[src/rtl/mem_byte_bridge.sv]
// Core load/store to byte-wide memory bridge: one byte transaction per memory
// request, little-endian reassembly and sign/zero extension of load data.
module mem_byte_bridge #(
    parameter int ADDR_W = 12
) (
    input  logic              i_clk,
    input  logic              i_reset,
    input  logic              i_request,
    input  logic              i_write,
    input  logic [31:0]       i_address,
    input  logic [31:0]       i_data,
    input  logic [1:0]        i_size,
    input  logic              i_unsigned,
    output logic [31:0]       o_data,
    output logic              o_data_DV,
    output logic              o_busy,
    output logic              o_mem_request,
    output logic              o_mem_write,
    output logic [ADDR_W-1:0] o_mem_address,
    output logic [7:0]        o_mem_data,
    input  logic [7:0]        i_mem_data,
    input  logic              i_mem_data_DV
);

    typedef enum logic [1:0] {
        S_IDLE = 2'd0,
        S_REQ  = 2'd1,
        S_WAIT = 2'd2,
        S_DONE = 2'd3
    } state_t;

    state_t            r_state, w_state_nxt;
    logic [1:0]        r_k, w_k_nxt;
    logic [31:0]       r_asm, w_asm_nxt;
    logic [ADDR_W-1:0] r_base;
    logic [31:0]       r_wdata;
    logic              r_write;
    logic [1:0]        r_size;
    logic              r_unsigned;

    logic [ADDR_W-1:0] w_base;
    logic [31:0]       w_wdata;
    logic              w_write;
    logic              w_mem_request;
    logic              w_data_dv;
    logic              w_busy;
    logic [ADDR_W-1:0] w_mem_address;
    logic [7:0]        w_mem_data;
    logic [31:0]       w_data;
    logic              w_unused_addr;

    assign w_unused_addr = ^i_address[31:ADDR_W];

    function automatic logic [1:0] last_idx(input logic [1:0] size);
        case (size)
            2'b00:   last_idx = 2'd0;
            2'b01:   last_idx = 2'd1;
            default: last_idx = 2'd3;
        endcase
    endfunction

    function automatic logic [31:0] extend(input logic [31:0] a, input logic [1:0] size,
                                           input logic uns);
        logic signed [7:0]  b;
        logic signed [15:0] h;
        b = signed'(a[7:0]);
        h = signed'(a[15:0]);
        case (size)
            2'b00:   extend = uns ? {24'd0, a[7:0]}  : {{24{b[7]}}, b};
            2'b01:   extend = uns ? {16'd0, a[15:0]} : {{16{h[15]}}, h};
            default: extend = a;
        endcase
    endfunction

    always_ff @(posedge i_clk) begin
        if (i_reset) begin
            r_state <= S_IDLE;
            r_k     <= 2'd0;
        end else begin
            r_state <= w_state_nxt;
            r_k     <= w_k_nxt;
        end
    end

    always_ff @(posedge i_clk) begin
        if (r_state == S_IDLE && i_request) begin
            r_base     <= i_address[ADDR_W-1:0];
            r_wdata    <= i_data;
            r_write    <= i_write;
            r_size     <= i_size;
            r_unsigned <= i_unsigned;
        end
        r_asm <= w_asm_nxt;
    end

    always_comb begin
        w_state_nxt = r_state;
        w_k_nxt     = r_k;
        w_asm_nxt   = r_asm;
        case (r_state)
            S_IDLE: begin
                if (i_request) begin
                    w_state_nxt = S_REQ;
                    w_k_nxt     = 2'd0;
                    w_asm_nxt   = 32'd0;
                end
            end
            S_REQ:  w_state_nxt = S_WAIT;
            S_WAIT: begin
                if (i_mem_data_DV) begin
                    if (!r_write) w_asm_nxt[{r_k, 3'b000} +: 8] = i_mem_data;
                    if (r_k == last_idx(r_size)) begin
                        w_state_nxt = S_DONE;
                    end else begin
                        w_k_nxt     = r_k + 2'd1;
                        w_state_nxt = S_REQ;
                    end
                end
            end
            default: w_state_nxt = S_IDLE;
        endcase
    end

    // Outputs are computed from the next state so they can be registered
    // without adding a cycle of latency.
    always_comb begin
        w_base        = (r_state == S_IDLE) ? i_address[ADDR_W-1:0] : r_base;
        w_wdata       = (r_state == S_IDLE) ? i_data : r_wdata;
        w_write       = (r_state == S_IDLE) ? i_write : r_write;
        w_mem_request = (w_state_nxt == S_REQ);
        w_data_dv     = (w_state_nxt == S_DONE);
        w_busy        = (w_state_nxt != S_IDLE);
        w_mem_address = w_base + ADDR_W'(w_k_nxt);
        w_mem_data    = w_wdata[{w_k_nxt, 3'b000} +: 8];
        w_data        = (w_data_dv && !r_write) ? extend(w_asm_nxt, r_size, r_unsigned) : 32'd0;
    end

    always_ff @(posedge i_clk) begin
        if (i_reset) begin
            o_data        <= 32'd0;
            o_data_DV     <= 1'b0;
            o_busy        <= 1'b0;
            o_mem_request <= 1'b0;
            o_mem_write   <= 1'b0;
            o_mem_address <= '0;
            o_mem_data    <= 8'd0;
        end else begin
            o_data        <= w_data;
            o_data_DV     <= w_data_dv;
            o_busy        <= w_busy;
            o_mem_request <= w_mem_request;
            if (w_mem_request) begin
                o_mem_address <= w_mem_address;
                o_mem_write   <= w_write;
                o_mem_data    <= w_mem_data;
            end
        end
    end

endmodule

[config.mk]
export PLATFORM = sky130hd
export DESIGN_NAME = mem_byte_bridge
export DESIGN_NICKNAME = d
export VERILOG_FILES = /design/src/rtl/mem_byte_bridge.sv
export SDC_FILE = /design/constraint.sdc
export NUM_CORES = 1
export LEC_CHECK = 0
export BUFFER_PORTS_ARGS = -buffer_cell sky130_fd_sc_hd__buf_2
export CORE_MARGIN = 2
export CORE_UTILIZATION = 54
export CTS_BUF_LIST = sky130_fd_sc_hd__clkbuf_4 sky130_fd_sc_hd__clkbuf_8 sky130_fd_sc_hd__clkbuf_16
export CTS_CLUSTER_SIZE = 14
export DETAILED_ROUTE_END_ITERATION = 7
export PLACE_DENSITY = 0.91
export SYNTH_ARGS = -nofsm -noshare
export SYNTH_HDL_FRONTEND = slang
export SYNTH_SLANG_ARGS = --single-unit
[constraint.sdc]
create_clock -name i_clk -period 4.4 [get_ports i_clk]
set_input_delay 0.44 -clock i_clk [delete_from_list [all_inputs] [get_ports i_clk]]
set_output_delay 0.44 -clock i_clk [all_outputs]
set_load 0.03 [all_outputs]
### After elaboration in Yosys (flattened, before gate mapping)

Cells that the tools add are included.

* register bits: 140
* input port bits: 80
* output and inout bits: 56
* word-level logic and storage cells: 57

* add/sub/neg operators: 3
* equality and inequality tests: 6
* shift-type cells: 3
* muxes and demuxes: 22
* bitwise operators: 1
* reduce and logical (&&, ||, !) cells: 7

Operators with widths (count)
* 2-to-1 mux 32 bit: 6
* case mux 32 bit (2 select lines): 2
* bitwise mux 32 bit: 1
* variable shift 8 x 7 -> 32 bit (first input constant): 1
* indexed part select 32 x 6 -> 8 bit: 1
* indexed part select 8 x 7 -> 32 bit: 1
* 2-to-1 mux 2 bit: 8
* adder 12 x 2 -> 12 bit: 1
* 2-to-1 mux 12 bit: 1
* case mux 2 bit (2 select lines): 2
* negator 5 -> 7 bit: 1
* equality test 2 x 1 -> 1 bit (second input constant): 3
* case mux 2 bit (3 select lines): 1
* equality test 2 bit (second input constant): 2
* logical NOT 2 bit: 2
* adder 2 x 1 -> 2 bit (second input constant): 1
* equality test 2 bit: 1
* logical AND 1 bit: 2
* nonzero test 2 bit: 1
* OR reduction 2 bit: 1
* logical NOT 1 bit: 1
* 2-to-1 mux 1 bit: 1
* inverter 1 bit: 1

### Longest topological paths before layout

Gate-level depths: netlist of the first run.

* depth after elaboration: 12
* gate-level depth with buffers: 13
* depth with buffers taken out: 11

### Least setup slack after synthesis of the first run

No wires, ideal clock.

* path type: reg-to-reg
* start: reg r_k[1]
* end: reg o_mem_address[10]
* library setup time: 62 ps
* arrival time: 3182 ps
* required time: 4338 ps
* setup slack: 1156 ps
* cell stages (with the launch flop): 13
* buffers on the path: 2
* clock period less this slack: 3244 ps
* cells stage by stage: dfxtp_1 > clkbuf_1 > inv_1 > ha_1 > and3_1 > buf_2 > a311o_1 > inv_1 > fa_1 > o32ai_2 > nand4_1 > or4b_1 > nand3_1

* cells in the longest elaborated chain, start to end: 5
* elaborated cells between the ends (all ways): 11
* classes of those cells: add/sub: 2; eq/ne: 2; mux: 7

RTL lines
* from (decl): line 33 `logic [1:0] r_k, w_k_nxt;`
* from (signal assigned): line 81 `r_k <= w_k_nxt;`
* adder 2 x 1 -> 2 bit or equality test 2 bit (tied branches): line 115, 112
* 2-to-1 mux 2 bit: line 112 `if (r_k == last_idx(r_size)) begin`
* 2-to-1 mux 2 bit: line 110 `if (i_mem_data_DV) begin`
* case mux 2 bit (2 select lines) (*): line 100 `case (r_state)`
* named net w_k_nxt[1]: line 33
* adder 12 x 2 -> 12 bit (*): line 133 `w_mem_address = w_base + ADDR_W'(w_k_nxt);`
* to (signal assigned): line 153 `o_mem_address <= w_mem_address;`
* to (decl): line 19 `output logic [ADDR_W-1:0] o_mem_address,`

Mark *: on every way through the listed nets, which the timed path passes. The rest lies on a longest branch.
A chain may end at the register's enable or synchronous reset.

### Worst setup path in the final report of the first run

* start: reg r_k[0]
* end: reg o_mem_address[10]

* cells in the longest elaborated chain, start to end: 5
* elaborated cells between the ends (all ways): 11
* classes of those cells: add/sub: 2; eq/ne: 2; mux: 7

RTL lines (line)
* adder 2 x 1 -> 2 bit or equality test 2 bit (tied branches): 115, 112
* 2-to-1 mux 2 bit (*): 112
* 2-to-1 mux 2 bit (*): 110
* case mux 2 bit (2 select lines) (*): 100
* named net w_k_nxt[1]: 33
* adder 12 x 2 -> 12 bit (*): 133

Marked as above.

==> reports/qor.json, run 1 <==
{
  "clocking": {
    "clock_sinks": 140,
    "clock-root-buffer": "clkbuf_8",
    "hold_buffers": 0,
    "tritoncts": "done",
    "cts_inserted_buffers": 17,
    "path_clk_slew_ns": 0.06,
    "htree_levels": 4,
    "postCtsResizedCells": 0,
    "bufs_on_longest_clock_path": 2,
    "worstSkewPairLatency_ns": 0.52,
    "post-cts-setup-buffers": 0
  },
  "timing": {
    "timing.final.hold_violations": 0,
    "final.setup.tns_ns": 0,
    "final-setup-viol-count": 0,
    "whs_ns": 0.0967,
    "final_max_slew_viol_count": 0,
    "fin_worst_skew_ns": 0.00873,
    "grt_setup_unrepaired": "no",
    "layout_worst_path_cycle_share_pct": 83.7,
    "worst_margin_slew_ns": 1.26,
    "max_freq_ghz": 0.271,
    "relSlewSlack_pct": 15.8,
    "final.min_clock_period_ns": 3.68
  },
  "critical_path": {
    "critPathSlowestCell": "dfxtp_1",
    "timing.critical_path.cells": "inv_1 -> ha_1 -> and3_1 -> buf_4 -> a311o_1 -> inv_1 -> fa_1 -> o32ai_2 -> nand4_1 -> or4b_1 -> nand3_1",
    "crit_required_ns": 4.86,
    "worst_ep_arrival_time_ns": 4.14,
    "critical_path.most_common_cell": "inv_1",
    "r2r_cells": 11,
    "critPathMaxStageDelay_ns": 0.65,
    "path_class": "flop to flop",
    "cp-start-kind": "flop",
    "cp-end-kind": "flop",
    "critPathMaxFanout": 12
  },
  "yosys": {
    "synth-seq-cells": 140,
    "mappedNetlistArea_um2": 6060,
    "ys_seq_area_share_pct": 54.1,
    "synth_area_leaders": "dfxtp_1, edfxtp_1, mux2i_1, nand2_1, mux2_2",
    "async_reset_ff_share_pct": 0,
    "synth_fp_nets": 627,
    "syn-mean-instance-area_um2": 11.2,
    "post_synth_edffs": 48,
    "synthDominantAreaCellType": "dfxtp_1",
    "gate_count_post_synth": 540,
    "yosysTopAreaCellShare_pct": 30.4,
    "postSynth.topFlopCell": "dfxtp_1",
    "synth_cell_types": 70,
    "synth_warnings": 0
  },
  "job": {
    "cap_violations": 0
  },
  "floorplanning": {
    "fp.dieH_um": 110,
    "row_count": 38,
    "core_area_um2": 10900,
    "floorplan.io_pins": 136,
    "dieArea_um2": 12100,
    "start_util_pct": 55.7,
    "die_w_um": 110
  },
  "drt": {
    "met1Wirelength_um": 5860,
    "detail-route-antenna-nets": 0,
    "route.met2.wl_um": 6710,
    "dr.pass1.iters": 5,
    "drt-initial-drc-count": 232,
    "totalWireLength_um": 13900,
    "drt-vias-per-instance": 5.74,
    "top_layer_used": "met4",
    "dr_total_vias": 4603,
    "wl_per_cell_um": 17.3,
    "post-route-drc-count": 0,
    "met3_length_um": 1030
  },
  "global_route": {
    "grt_antenna_before_repair": 0,
    "grtUsageTotal_pct": 24.1,
    "grt_remaining_overflow": 0,
    "first_pass_grt_wire_length_um": 22400,
    "maximum_number_of_pins_on_one_net_before_global_route_repair": 46,
    "grt_pass1_vias": 4510
  },
  "layout": {
    "layoutNonFillerInstCount": 802,
    "seq_area_um2": 3280,
    "design.final.nets": 736,
    "drive_above_1_share_pct": 30.2,
    "multi_input_logic_area_um2": 2510,
    "final_cell_utilization_of_the_core_pct": 66.3,
    "fillerInstances": 791,
    "area_growth_syn_to_layout_pct": 19.1,
    "antenna_cells": 0
  },
  "power_and_ir_drop": {
    "power.density_nw_per_um2": 436,
    "vdd.ir_drop.worst_mv": 0.256,
    "total_leakage_power_nw": 3.06
  },
  "place": {
    "io_buffers": 115,
    "globalplace.congestion": 0.847,
    "place.detailed.instances": 770,
    "place.detailed.hpwl_um": 9670
  },
  "min_path": {
    "hold-path-cell-count": 1,
    "hold_path.class": "primary input to flop"
  },
  "status": {
    "outcome": "finished clean"
  }
}
[worst paths after layout]
| kind | start | end | slack [ns] |
|---|---|---|---|
| hold reg to reg | r_asm[25]$_DFF_P_ | r_asm[25]$_DFF_P_ | 0.44 |
| setup reg to reg | r_k[0]$_SDFF_PP0_ | o_mem_address[10]$_SDFFE_PP0P_ | 0.72 |
| setup / recovery | r_k[0]$_SDFF_PP0_ | o_mem_address[10]$_SDFFE_PP0P_ | 0.72 |
| hold / removal | i_unsigned | r_unsigned$_DFFE_PP_ | 0.1 |
[kinds of logic after synthesis]
kind of cell | Yosys count | share of synthesized area [%]
buffers and inverters | 47 | 4.46
AND/OR/NAND/NOR | 165 | 14.4
AO/OA/AOI/OAI | 121 | 15.4
flip-flops | 140 | 54.1
multiplexers | 53 | 9.04
XOR/XNOR | 7 | 1.01
adder cells (fa/ha/maj) | 7 | 1.57
[critical path, delay by kind of cell, from the launching register on]
kind / cells / cell delay [ns]
buf+inv: 3 / 0.45
fa+ha+maj: 2 / 0.96
simple gates: 4 / 0.96
compound gates: 2 / 0.61
flops: 1 / 0.65
[routing by layer]
metal  vias up  global-route usage (%)
met1      2181                    31.0
met3        26                    6.05
met4         0                    8.59
li1       2212                       -
met2       184                    39.4
met5         -                       0
[power by group]
group / switching (mW) / total (mW) / internal (mW)
Combinational: 0.242 / 0.380 / 0.139
Sequential: 0.0337 / 1.44 / 1.40
Clock: 0.545 / 1.33 / 0.784
[synthesized netlist by cell type, types with 6 or more instances]
library cell   n
buf_2          7
nand2_1       54
o21ai_0       25
clkbuf_1      10
mux2_2        14
a2111oi_2      8
nand3b_1       6
nor2b_1        9
mux2i_1       39
buf_6          6
inv_1         14
a21oi_1       30
a211oi_1      13
nand4_1       10
edfxtp_1      48
a22oi_1        8
dfxtp_1       92
a311oi_1       7
ha_1           6
nand3_1       22
nor2_1        26
[final cells by class]
| class | count | area share [%] |
|---|---|---|
| flip-flops and latches | 140 | 45.5 |
| well taps | 140 | 2.43 |
| inverters | 15 | 0.780 |
| clock buffers | 21 | 6.72 |
| multi-input cells | 353 | 34.8 |
| repair buffers | 122 | 8.70 |
| clock inverters | 11 | 1.07 |
[sequential cells by signal, summed over array words and instances, names as in the netlist, 2 cells and up]
name           cells
r_asm             32
r_base            12
r_size             2
r_state            2
r_k                2
o_mem_address     12
r_wdata           32
o_data            32
o_mem_data         8
[cell usage in the layout, fill, tap and decap left out, drive strengths merged, types with 3 or more instances in the layout]
| cell | n |
|---|---|
| nand3b | 6 |
| mux2 | 14 |
| o21ai | 27 |
| nor2b | 9 |
| inv | 20 |
| nand4b | 3 |
| a211oi | 13 |
| o211ai | 5 |
| and2 | 3 |
| a311oi | 10 |
| a2111oi | 9 |
| edfxtp | 48 |
| xnor2 | 3 |
| or2 | 3 |
| buf | 122 |
| clkinvlp | 3 |
| nand2 | 55 |
| clkbuf | 21 |
| clkinv | 3 |
| a22o | 3 |
| nor2 | 28 |
| a22oi | 8 |
| dfxtp | 92 |
| nand2b | 3 |
| a21oi | 31 |
| nand3 | 22 |
| ha | 6 |
| a21o | 5 |
| nor3 | 5 |
| xor2 | 4 |
| nand4 | 11 |
| mux2i | 39 |
| and3 | 3 |
[per-stage QoR]
step                instance area [um2]  power (mW)  setup WS (ns)
floorplan                          6060        1.73           1.16
global placement                   6660        1.82          0.890
finish                             7220        3.15          0.717
detailed placement                 6660        1.84          0.753
global route                       7220        3.26          0.406
CTS                                7220        3.16          0.734
(Power assumes the default switching activity.)
==> run 2, diff against run 1 <==
- CORE_UTILIZATION: 54 -> 49
- PLACE_DENSITY: 0.91 -> 0.87
- clock period: 4.4 -> 3.1 ns (I/O delays scaled with it)
==> reports/qor.json, run 2 (synthesis gave the netlist of run 1 again) <==
{
  "layout": {
    "antenna_cells": {"value": 0, "change": "unchanged"},
    "design.final.nets": {"value": 752, "change": "+2.2%"},
    "mostFrequentLayoutCell": "buf_2",
    "top_regs": "o_data: 32 flops, r_asm: 32 flops, r_wdata: 32 flops",
    "drive_above_1_share": {"value": 31.6, "unit": "%", "change": "+1.4 points"},
    "most-common-layout-cells": "buf_2, dfxtp_1, nand2_1",
    "fillerInstances": {"value": 953, "change": "+20%"},
    "final_cell_utilization_of_the_core": {"value": 61.5, "unit": "%", "change": "-4.8 points"},
    "area_growth_syn_to_layout_pct": 22.3
  },
  "timing": {
    "timing.final.hold_violations": {"value": 0, "change": "unchanged"},
    "fin_worst_skew": {"value": 0.0135, "unit": "ns", "change": "+0.00480 ns"},
    "final-setup-viol-count": {"value": 0, "change": "unchanged"},
    "final_max_slew_viol_count": {"value": 0, "change": "unchanged"},
    "final.min_clock_period": {"value": 2.92, "unit": "ns", "change": "-0.762 ns"},
    "final.setup.tns": {"value": 0, "unit": "ns", "change": "unchanged"},
    "max_freq": {"value": 0.342, "unit": "GHz", "change": "+26%"},
    "grt_setup_unrepaired": "no",
    "worst_margin_slew": {"value": 1.27, "unit": "ns", "change": "+0.0133 ns"},
    "layout_worst_path_cycle_share": {"value": 94.2, "unit": "%", "change": "+11 points"},
    "relSlewSlack": {"value": 14.5, "unit": "%", "change": "-1.3 points"}
  },
  "clocking": {
    "tritoncts": "done",
    "bufs_on_longest_clock_path": {"value": 2, "change": "unchanged"},
    "cts_inserted_buffers": {"value": 17, "change": "unchanged"},
    "hold_buffers": {"value": 0, "change": "unchanged"},
    "clock_sinks": {"value": 140, "change": "unchanged"},
    "htree_levels": {"value": 4, "change": "unchanged"},
    "path_clk_slew": {"value": 0.06, "unit": "ns", "change": "about the same"},
    "clock-root-buffer": "clkbuf_16",
    "worstSkewPairLatency": {"value": 0.44, "unit": "ns", "change": "-0.08 ns"}
  },
  "drt": {
    "dr_total_vias": {"value": 4773, "change": "+3.7%"},
    "dr.pass1.iters": {"value": 6, "change": "+1"},
    "drt-vias-per-instance": {"value": 5.64, "change": "-1.7%"},
    "post-route-drc-count": {"value": 0, "change": "unchanged"},
    "totalWireLength": {"value": 14700, "unit": "um", "change": "+6.2%"},
    "drt-initial-drc-count": {"value": 305, "change": "+31%"},
    "detail-route-antenna-nets": {"value": 0, "change": "unchanged"},
    "wl_per_cell": {"value": 17.4, "unit": "um", "change": "+0.68%"}
  },
  "global_route": {
    "grt_remaining_overflow": {"value": 0, "change": "unchanged"},
    "first_pass_grt_wire_length": {"value": 23400, "unit": "um", "change": "+4.4%"},
    "maximum_number_of_pins_on_one_net_before_global_route_repair": {"value": 38, "change": "-17%"},
    "grt_pass1_vias": {"value": 4833, "change": "+7.2%"},
    "grtUsageTotal": {"value": 22.7, "unit": "%", "change": "-1.4 points"},
    "grt_antenna_before_repair": {"value": 0, "change": "unchanged"}
  },
  "floorplanning": {
    "start_util": {"value": 50.3, "unit": "%", "change": "-5.4 points"},
    "dieArea": {"value": 13300, "unit": "um2", "change": "+9.8%"},
    "floorplan.io_pins": {"value": 136, "change": "unchanged"},
    "die_w": {"value": 115, "unit": "um", "change": "+4.8%"},
    "fp.dieH": {"value": 115, "unit": "um", "change": "+4.8%"},
    "core_area": {"value": 12100, "unit": "um2", "change": "+11%"},
    "row_count": {"value": 40, "change": "+5.3%"}
  },
  "critical_path": {
    "r2r_setup_slack": {"value": 0.18, "unit": "ns", "change": "-0.54 ns"},
    "critPathMaxFanout": {"value": 5, "change": "-7"},
    "worst_ep_arrival_time": {"value": 3.28, "unit": "ns", "change": "-0.86 ns"},
    "path_class": "flop to flop",
    "cp-end-kind": "flop",
    "crit_required": {"value": 3.46, "unit": "ns", "change": "-1.40 ns"},
    "cp-start-kind": "flop"
  },
  "min_path": {
    "hold_path.class": "primary input to flop"
  },
  "power_and_ir_drop": {
    "total_leakage_power": {"value": 3.15, "unit": "nW", "change": "+3.0%"},
    "power.density": {"value": 623, "unit": "nW/um2", "change": "+43%"},
    "vdd.ir_drop.worst": {"value": 0.395, "unit": "mV", "change": "+54%"}
  },
  "place": {
    "place.detailed.hpwl": {"value": 10300, "unit": "um", "change": "+6.6%"},
    "globalplace.congestion": {"value": 0.852, "change": "+0.55%"},
    "io_buffers": {"value": 115, "change": "unchanged"}
  },
  "job": {
    "cap_violations": {"value": 0, "change": "unchanged"}
  },
  "status": {
    "outcome": "finished clean"
  }
}
## run 2: cell types whose count changed in the layout (fill, tap and decap cells not counted), moves of 2 or more
cell | before | now
buf_4 | 7 | 22
clkinv_1 | 0 | 4
clkbuf_8 | 2 | 0
inv_4 | 3 | 0
inv_6 | 2 | 0
bufinv_16 | 0 | 3
## run 2: timing repair
item                       4_1_cts  5_1_grt
pin swaps                        1        3
setup buffers                    2        0
setup endpoints to repair        2        2
gates resized for setup          1        1
## run 2: cell type report
class | instances | area, um2 | share of cell area, %
inverter | 15 | 56.3 | 0.759
sequential | 140 | 3280 | 44.3
multi-input combinational | 353 | 2520 | 34.0
clock buffer | 18 | 433 | 5.84
tap | 168 | 210 | 2.83
timing repair buffer | 138 | 761 | 10.3
clock inverter | 14 | 153 | 2.06
## run 2: path summary, 6_finish.rpt
| kind | from | to | depth (start not counted) |
|---|---|---|---|
| max | r_size[1]$_DFFE_PP_ | o_mem_address[8]$_SDFFE_PP0P_ | 12 |
| min | i_unsigned | r_unsigned$_DFFE_PP_ | 1 |
| max reg2reg | r_size[1]$_DFFE_PP_ | o_mem_address[8]$_SDFFE_PP0P_ | 12 |
| min reg2reg | r_asm[26]$_DFF_P_ | r_asm[26]$_DFF_P_ | 2 |
## run 2: where the power goes
part / internal [mW] / switching (mW)
combinational: 0.214 / 0.358
sequential: 1.99 / 0.0446
clock: 1.26 / 0.755
total: 3.46 / 1.16
## run 2: critical path: stages (launching register included)
cell and delay, ns:
edfxtp_1 0.46, xor2_1 0.21, a211o_2 0.38, nand2_4 0.08
ha_1 0.17, inv_1 0.07, fa_2 0.43, nand3b_1 0.19
o32ai_2 0.14, buf_4 0.19, a21oi_1 0.07, a311o_1 0.33
a21oi_1 0.14
## run 2: stage by stage
step	setup slack [ns]	cell area (um2)	cells	power [mW]	hold WS (ns)
global route	0.0266	7410	846	4.77	0.0483
finish	0.179	7410	846	4.62	0.0532
CTS	0.0485	7410	846	4.63	0.0463
floorplan	0.00228	6070	540	2.45	0.406
global placement	0.234	6810	812	2.61	0.417
detailed placement	0.0670	6810	812	2.63	0.428
## run 2: metal layers
layer | vias up | wire length (um) | GRT usage (%)
li1 | 2251 | - | -
met1 | 2306 | 6110 | 26.0
met2 | 191 | 7510 | 39.8
met3 | 25 | 848 | 6.11
met4 | 0 | 274 | 10.4
met5 | - | 0 | 0
